===== src/rtl/demux5_deserializer.sv =====
// demux5_deserializer: receiving end of the 5:1 mux path.
// Accepts one bit per handshake, steers it into a lane of an assembly
// register (scan-counter or sender-addressed), and hands each completed
// word to a single-entry valid/ready output slot.
module demux5_deserializer #(
    parameter int N     = 5,
    parameter int SEL_W = 3
) (
    input  logic             clk,
    input  logic             rst_n,
    input  logic             in_valid,
    input  logic             in_bit,
    input  logic [SEL_W-1:0] s,
    input  logic             addr_mode,
    output logic             in_ready,
    output logic [N-1:0]     y,
    output logic             y_valid,
    input  logic             y_ready,
    output logic             sel_err
);

    typedef enum logic {
        ASSEMBLE = 1'b0,
        FULL     = 1'b1
    } state_t;

    localparam logic [SEL_W-1:0] LAST_LANE = SEL_W'(N - 1);

    state_t           state_q, state_d;
    logic [N-1:0]     lane_q, lane_d;
    logic [N-1:0]     filled_q, filled_d;
    logic [SEL_W-1:0] cnt_q, cnt_d;
    logic             mode_q, mode_d;
    // Cleared by reset; until the first edge after release the mode is taken
    // straight from addr_mode, so mode_q latches the release-time mode
    // without an asynchronous load of a data input.
    logic             init_q, init_d;
    logic [N-1:0]     y_q, y_d;
    logic             y_valid_q, y_valid_d;
    logic             sel_err_q, sel_err_d;

    // One-hot lane decodes for the scan counter and the addressed select.
    // An out-of-range select decodes to all zeros, which is how it is detected.
    logic [N-1:0] scan_hit;
    logic [N-1:0] addr_hit;

    for (genvar gi = 0; gi < N; gi++) begin : g_lane_dec
        assign scan_hit[gi] = (cnt_q == SEL_W'(gi));
        assign addr_hit[gi] = (s == SEL_W'(gi));
    end

    logic accept;
    logic consume;
    logic mode_eff;
    logic mode_chg;
    logic s_ok;
    logic complete;

    // Next-state logic: lane steering, frame completion and output-slot handoff.
    always_comb begin
        state_d   = state_q;
        lane_d    = lane_q;
        filled_d  = filled_q;
        cnt_d     = cnt_q;
        mode_d    = mode_q;
        init_d    = 1'b1;
        y_d       = y_q;
        y_valid_d = y_valid_q;
        sel_err_d = 1'b0;
        complete  = 1'b0;

        accept   = in_valid && (state_q == ASSEMBLE);
        consume  = y_valid_q && y_ready;
        mode_eff = init_q ? mode_q : addr_mode;
        mode_chg = init_q && (addr_mode != mode_q);
        s_ok     = |addr_hit;

        if (!init_q) begin
            mode_d = addr_mode;
        end

        case (state_q)
            ASSEMBLE: begin
                if (mode_chg) begin
                    // A mode switch throws away the partial frame and the
                    // bit offered this cycle.
                    mode_d   = addr_mode;
                    cnt_d    = '0;
                    filled_d = '0;
                end else if (accept) begin
                    if (!mode_eff) begin
                        lane_d = (lane_q & ~scan_hit) | (scan_hit & {N{in_bit}});
                        if (cnt_q == LAST_LANE) begin
                            complete = 1'b1;
                        end else begin
                            cnt_d = cnt_q + SEL_W'(1);
                        end
                    end else if (s_ok) begin
                        lane_d   = (lane_q & ~addr_hit) | (addr_hit & {N{in_bit}});
                        filled_d = filled_q | addr_hit;
                        complete = &filled_d;
                    end else begin
                        sel_err_d = 1'b1;
                    end
                end

                if (complete) begin
                    cnt_d    = '0;
                    filled_d = '0;
                    if (!y_valid_q || consume) begin
                        y_d       = lane_d;
                        y_valid_d = 1'b1;
                    end else begin
                        // Slot occupied: the finished word waits in lane_q.
                        state_d = FULL;
                    end
                end else if (consume) begin
                    y_valid_d = 1'b0;
                end
            end
            FULL: begin
                if (consume) begin
                    y_d     = lane_q;
                    state_d = ASSEMBLE;
                end
            end
            default: begin
                state_d = ASSEMBLE;
            end
        endcase
    end

    // State register with asynchronous active-low reset.
    always_ff @(posedge clk or negedge rst_n) begin
        if (!rst_n) begin
            state_q   <= ASSEMBLE;
            lane_q    <= '0;
            filled_q  <= '0;
            cnt_q     <= '0;
            mode_q    <= 1'b0;
            init_q    <= 1'b0;
            y_q       <= '0;
            y_valid_q <= 1'b0;
            sel_err_q <= 1'b0;
        end else begin
            state_q   <= state_d;
            lane_q    <= lane_d;
            filled_q  <= filled_d;
            cnt_q     <= cnt_d;
            mode_q    <= mode_d;
            init_q    <= init_d;
            y_q       <= y_d;
            y_valid_q <= y_valid_d;
            sel_err_q <= sel_err_d;
        end
    end

    assign in_ready = (state_q == ASSEMBLE);
    assign y        = y_q;
    assign y_valid  = y_valid_q;
    assign sel_err  = sel_err_q;

endmodule


===== config.mk =====
export PLATFORM = sky130hd
export DESIGN_NAME = demux5_deserializer
export DESIGN_NICKNAME = d
export VERILOG_FILES = /design/src/rtl/demux5_deserializer.sv
export SDC_FILE = /design/constraint.sdc
export NUM_CORES = 1
export LEC_CHECK = 0
export ABC_CLOCK_PERIOD_IN_PS = 2370
export BUFFER_PORTS_ARGS = -buffer_cell sky130_fd_sc_hd__buf_2
export CORE_UTILIZATION = 40
export CTS_CLUSTER_SIZE = 30
export DETAILED_ROUTE_END_ITERATION = 16
export PLACE_DENSITY = 0.68
export SLEW_MARGIN = 10
export SYNTH_ARGS = -nofsm -noshare
export SYNTH_HDL_FRONTEND = slang
export SYNTH_SLANG_ARGS = --single-unit

===== constraint.sdc =====
create_clock -name clk -period 2.37 [get_ports clk]
set_input_delay 0.474 -clock clk [delete_from_list [all_inputs] [get_ports clk]]
set_output_delay 0.474 -clock clk [all_outputs]
set_load 0.01 [all_outputs]

Word level (Yosys, flattened, before mapping)
Cells that the tools add are included.
- output and inout bits: 8
- word-level logic and storage cells: 91
- register bits after elaboration: 23
- $add $sub $neg: 1
- bitwise logic cells: 10
- reduce and logical (&&, ||, !) cells: 17
- multiplexer cells: 39
- equality and inequality tests: 15
- operator list (operator ; count):
    $mux 5 ; 12
    $and 5x5->5 ; 4
    $mux 1 ; 20
    $mux 3 ; 5
    $or 5x5->5 ; 3
    $eq 3x2->1 const B ; 4
    $not 5->5 ; 2
    $pmux 5 s2 ; 1
    $reduce_bool 3->1 ; 3
    $ne 2x1->1 const B ; 4
    $reduce_and 4->1 ; 2
    $eq 3x1->1 const B ; 2
    $eq 3x3->1 const B ; 2
    $logic_not 3->1 ; 2
    $ne 3x1->1 const B ; 2
    $reduce_and 3->1 ; 2
    $reduce_and 5->1 ; 1
    $reduce_or 5->1 ; 1
    $add 3x1->3 const B ; 1
    $logic_and 1x1->1 ; 3
    $pmux 1 s2 ; 1
    $reduce_bool 2->1 ; 1
    $logic_not 1->1 ; 1
    $logic_or 1x1->1 ; 1
    2 further kinds ; 2

Longest topological paths before layout
- word-level depth: 11
- gate-level depth with buffers: 7
- gate-level depth less buffers: 7

Worst setup path after synthesis
No wires, ideal clock.
- path type: in2reg
- from: in s[0]
- to: reg y_q[0], in the netlist y[0]
- data arrival time: 1.890 ns
- data required time: 2.245 ns
- library setup time: 0.125 ns
- setup slack: 0.355 ns
- cell stages on the path: 6
- cells stage by stage: buf_2 or4b_1 nand3_1 o211ai_2 a21oi_4 mux2_4
- word-level cells in the longest chain between the ends: 11
- RTL lines (item ; RTL line ; RTL):
    from (decl) ; 13 ; input logic [SEL_W-1:0] s,
    branches (longest 11 deep; another with $or 5x5->5) ; - ;
    to (signal assigned) ; 152 ; y_q <= y_d;
    to (decl) ; 38 ; logic [N-1:0] y_q, y_d;
Parallel ways; which one is timed is not known. The select of a mux whose other input is x is not followed.
A chain may end at the register's enable or synchronous reset.

Final worst setup path
- from: reg cnt_q[0]
- to: reg y_q[0], in the netlist y[0]
- word-level cells in the longest chain between the ends: 10
- RTL lines (item ; RTL line ; RTL):
    from (decl) ; 32 ; logic [SEL_W-1:0] cnt_q, cnt_d;
    from (signal assigned) ; 149 ; cnt_q <= cnt_d;
    $logic_not 3->1 ; 48 ; assign scan_hit[gi] = (cnt_q == SEL_W'(gi));
    $not 5->5 ; 92 ; lane_d = (lane_q & ~scan_hit) | (scan_hit & {N{in_bit}});
    $and 5x5->5 ; 92 ;
    $or 5x5->5 ; 92 ;
    $mux 5 ; 91 ; if (!mode_eff) begin
    $mux 5 ; 90 ; end else if (accept) begin
    $mux 5 ; 84 ; if (mode_chg) begin
    $mux 5 ; 110 ; if (!y_valid_q || consume) begin
    $mux 5 ; 107 ; if (complete) begin
    $pmux 5 s2 ; 82 ; case (state_q)
Several ways; a longest one is shown, not always the timed one. The select of a mux whose other input is x is not followed.

==> run_results.csv <==
group,metric,value,unit
logic_synthesis,yosys_warnings,0,
pwr,switchingPower,339,uW
cts,post-cts-setup-buffers,0,
worst_setup_path,crit_fanout,5,
worst_setup_path,reg2reg_to,"y[0]",
routing,drc,0,
pwr,powerDensity,723,nW/um^2
pwr,p_seq_share,49.8,%
pwr,p_leak,0.000670,uW
routing,highest_layer,"met4",
cts,post_cts_resized,0,
cts,cts_root_buf,"clkbuf_4",
run_status,outcome,"complete, no violations",
die,io_pins,17,
logic_synthesis,synth_edf_count,0,
placed_design,portBuffers,16,
final_layout,diodes,0,
cts,cts_tree,"done",
timing,slew_violations,0,
timing,rsz0062_at_grt,"no",
routing,first_pass_iters,4,
global_routing,grt_pass1_wl,4540,um
timing,worst_slew_pin_slew,0.581,ns
pwr,sw_frac_of_total,31.3,%
worst_setup_path,crit_required,2.58,ns
die,die_area,3610,sq um
worst_setup_path,worstPathArrival,2.37,ns
logic_synthesis,syn_area,1350,sq um
global_routing,antenna_found_initial,0,
die,initial_core_util,43.1,%
routing,drt_iter0_drc,38,
die,core,3130,sq um
die,die_height,60.1,um
timing,finClkSkew,0.00735,ns
final_layout,syn2layout_area_growth,11.2,%
routing,wl_met3,103,um
die,rows,20,
timing,post-route-min-period,2.16,ns
timing,max_slew_margin,61.3,%
worst_setup_path,r2r-start,"cnt_q[0]",
routing,viasPerCell,5.20,
timing,period_share,91.1,%
worst_setup_path,cp-end-kind,"register",
pwr,p_clk_share,16.9,%
global_routing,grt_max_degree,24,
logic_synthesis,yosysSeqAreaShare,42.7,%
timing,whs,0.103,ns
routing,wl,2630,um
global_routing,grt_pass1_vias,944,
placed_design,gp_congestion,0.856,
global_routing,grtUsageTotal,17.4,%
cts,cts-htree-levels,1,
timing,tns,0,ns
logic_synthesis,syn_inst,125,
routing,drtAntennaViolNets,0,
routing,vias,972,
pwr,combPwrFrac,33.3,%
cts,clk_latency,0.31,ns
timing,clock.fmax,463,MHz
routing,drt-met1-wl,1290,um
logic_synthesis,ys_ff_latch,23,
logic_synthesis,syn_nets,139,
logic_synthesis,synth_ff_type,"dfrtp_1",
worst_setup_path,rrSetupSlack,0.21,ns
routing,dr_wl_met2,1200,um
pwr,ir_worst_vdd,0.000344,V
cts,cts_hold_buf,0,
final_layout,drive_gt1_share,31.5,%
global_routing,grt_remaining_overflow,0,
worst_hold_path,hold_class,"primary input to asynchronous set/reset pin",
placed_design,hpwlAfterDp,2060,um
logic_synthesis,post_synth.cell_area_avg,10.8,sq um
run,max_cap_violations,0,
worst_setup_path,ff2ff_path_depth,7,
timing,setup_violations,0,
die,die_width,60.1,um
logic_synthesis,yosysUniqueCellTypes,39,
pwr,intPower,745,uW
logic_synthesis,ys_async_sr_fraction,100,%
cts,clock-sinks,23,
timing,hold_viol,0,
cts,cts_buffer_depth,2,
final_layout,fin_nets,158,
routing,routedWlPerCell,14.0,um
cts,clk_pin_slew,0.13,ns
cts,numCtsBuffers,3,
worst_setup_path,startpoint_type,"register",
worst_setup_path,critical_path_class,"register to register",
==> flip-flops by register name, indices dropped and copies added, names as in the netlist <==
| register | cells |
|---|---|
| y_valid | 1 |
| init_q | 1 |
| mode_q | 1 |
| cnt_q | 3 |
| y | 5 |
| state_q | 1 |
| lane_q | 5 |
| sel_err | 1 |
| filled_q | 5 |
==> power by group through the flow <==
stage	registers [uW]	logic, uW	clock network, uW
final	540	361	184
after global routing	552	392	205
after CTS	540	364	190
after detailed placement	546	363	0
after global placement	546	350	0
after floorplan	556	236	0
==> worst max-delay path: stages, from the launching register on <==
cell,delay [ns]
dfrtp_1,0.43
inv_1,0.12
ha_1,0.19
a21oi_1,0.19
a211oi_4,0.32
o211ai_2,0.18
a21oi_4,0.29
mux2_4,0.33
==> worst max path at each step <==
stage | end | cells past startpoint | from
2_1_floorplan | y[0] | 6 | s[0]
6_report | y[0] | 7 | cnt_q[0]
4_1_cts | y[0] | 7 | cnt_q[0]
5_1_grt | y[4] | 7 | cnt_q[0]
3_3_place_gp | y[3] | 6 | s[1]
3_5_place_dp | y[2] | 6 | s[1]
==> layout make-up <==
type,count,area [sq um]
sequential,23,576
inverter,6,22.5
timing repair buffer,18,95.1
clock buffer,4,26.3
fill,285,1630
tap,44,55.1
multi-input combinational,92,726
==> Yosys cell counts, types with 2 or more instances <==
cell type | n | area share (%)
a21boi_1 | 2 | 1.1
a21oi_1 | 10 | 3.7
a21oi_2 | 4 | 2.6
a31oi_1 | 2 | 0.93
buf_2 | 2 | 0.74
dfrtp_1 | 23 | 43
ha_1 | 5 | 4.6
inv_1 | 6 | 1.7
mux2_2 | 2 | 1.7
mux2_4 | 10 | 11
nand2_1 | 11 | 3.1
nand2b_1 | 2 | 0.93
nand3_1 | 6 | 2.2
nand3b_1 | 2 | 1.1
nor2_1 | 5 | 1.4
nor3_1 | 7 | 2.6
o21ai_1 | 4 | 1.5
==> logic make-up after synthesis <==
family,Yosys count,share of synthesized area (%)
xor gates and xnor gates,1,1.21
AOI/OAI and AO/OA,33,18.8
muxes,13,13.5
DFF,23,42.7
adders and majority gates,5,4.64
other,1,0.278
and+or+nand+nor,39,15.3
buffers and inverters,10,3.52
==> cells in the final DEF (no fill, tap or decap), types with 2 or more instances in the layout <==
master | synthesis | final
inv_1 | 6 | 6
nand2b_1 | 2 | 2
nand3_1 | 6 | 6
a21oi_2 | 4 | 4
nor2_1 | 5 | 5
dfrtp_1 | 23 | 23
nand2_1 | 11 | 11
o21ai_1 | 4 | 4
buf_2 | 2 | 16
a21boi_1 | 2 | 2
nand3b_1 | 2 | 2
ha_1 | 5 | 5
buf_4 | 0 | 2
clkbuf_4 | 0 | 3
mux2_2 | 2 | 2
a21oi_1 | 10 | 10
mux2_4 | 10 | 10
nor3_1 | 7 | 7
a31oi_1 | 2 | 2
==> layer usage <==
metal | global-route usage [%] | vias to the layer above
met1 | 23.2 | 463
met4 | 5.98 | 0
met5 | 0 | -
li1 | - | 484
met3 | 4.55 | 5
met2 | 27.1 | 20
==> stage by stage <==
stage                     utilization, %  total power, uW  cells  setup WS [ns]  instance area, sq um
after floorplan                        -              792    125          0.355                  1350
after global placement              47.1              897    183          0.274                  1470
after detailed placement            47.1              909    183          0.238                  1470
after CTS                           48.0             1090    187          0.217                  1500
after global routing                48.0             1150    187          0.104                  1500
final                               48.0             1080    187          0.212                  1500
Note: power is estimated with default switching activity, not from simulation.
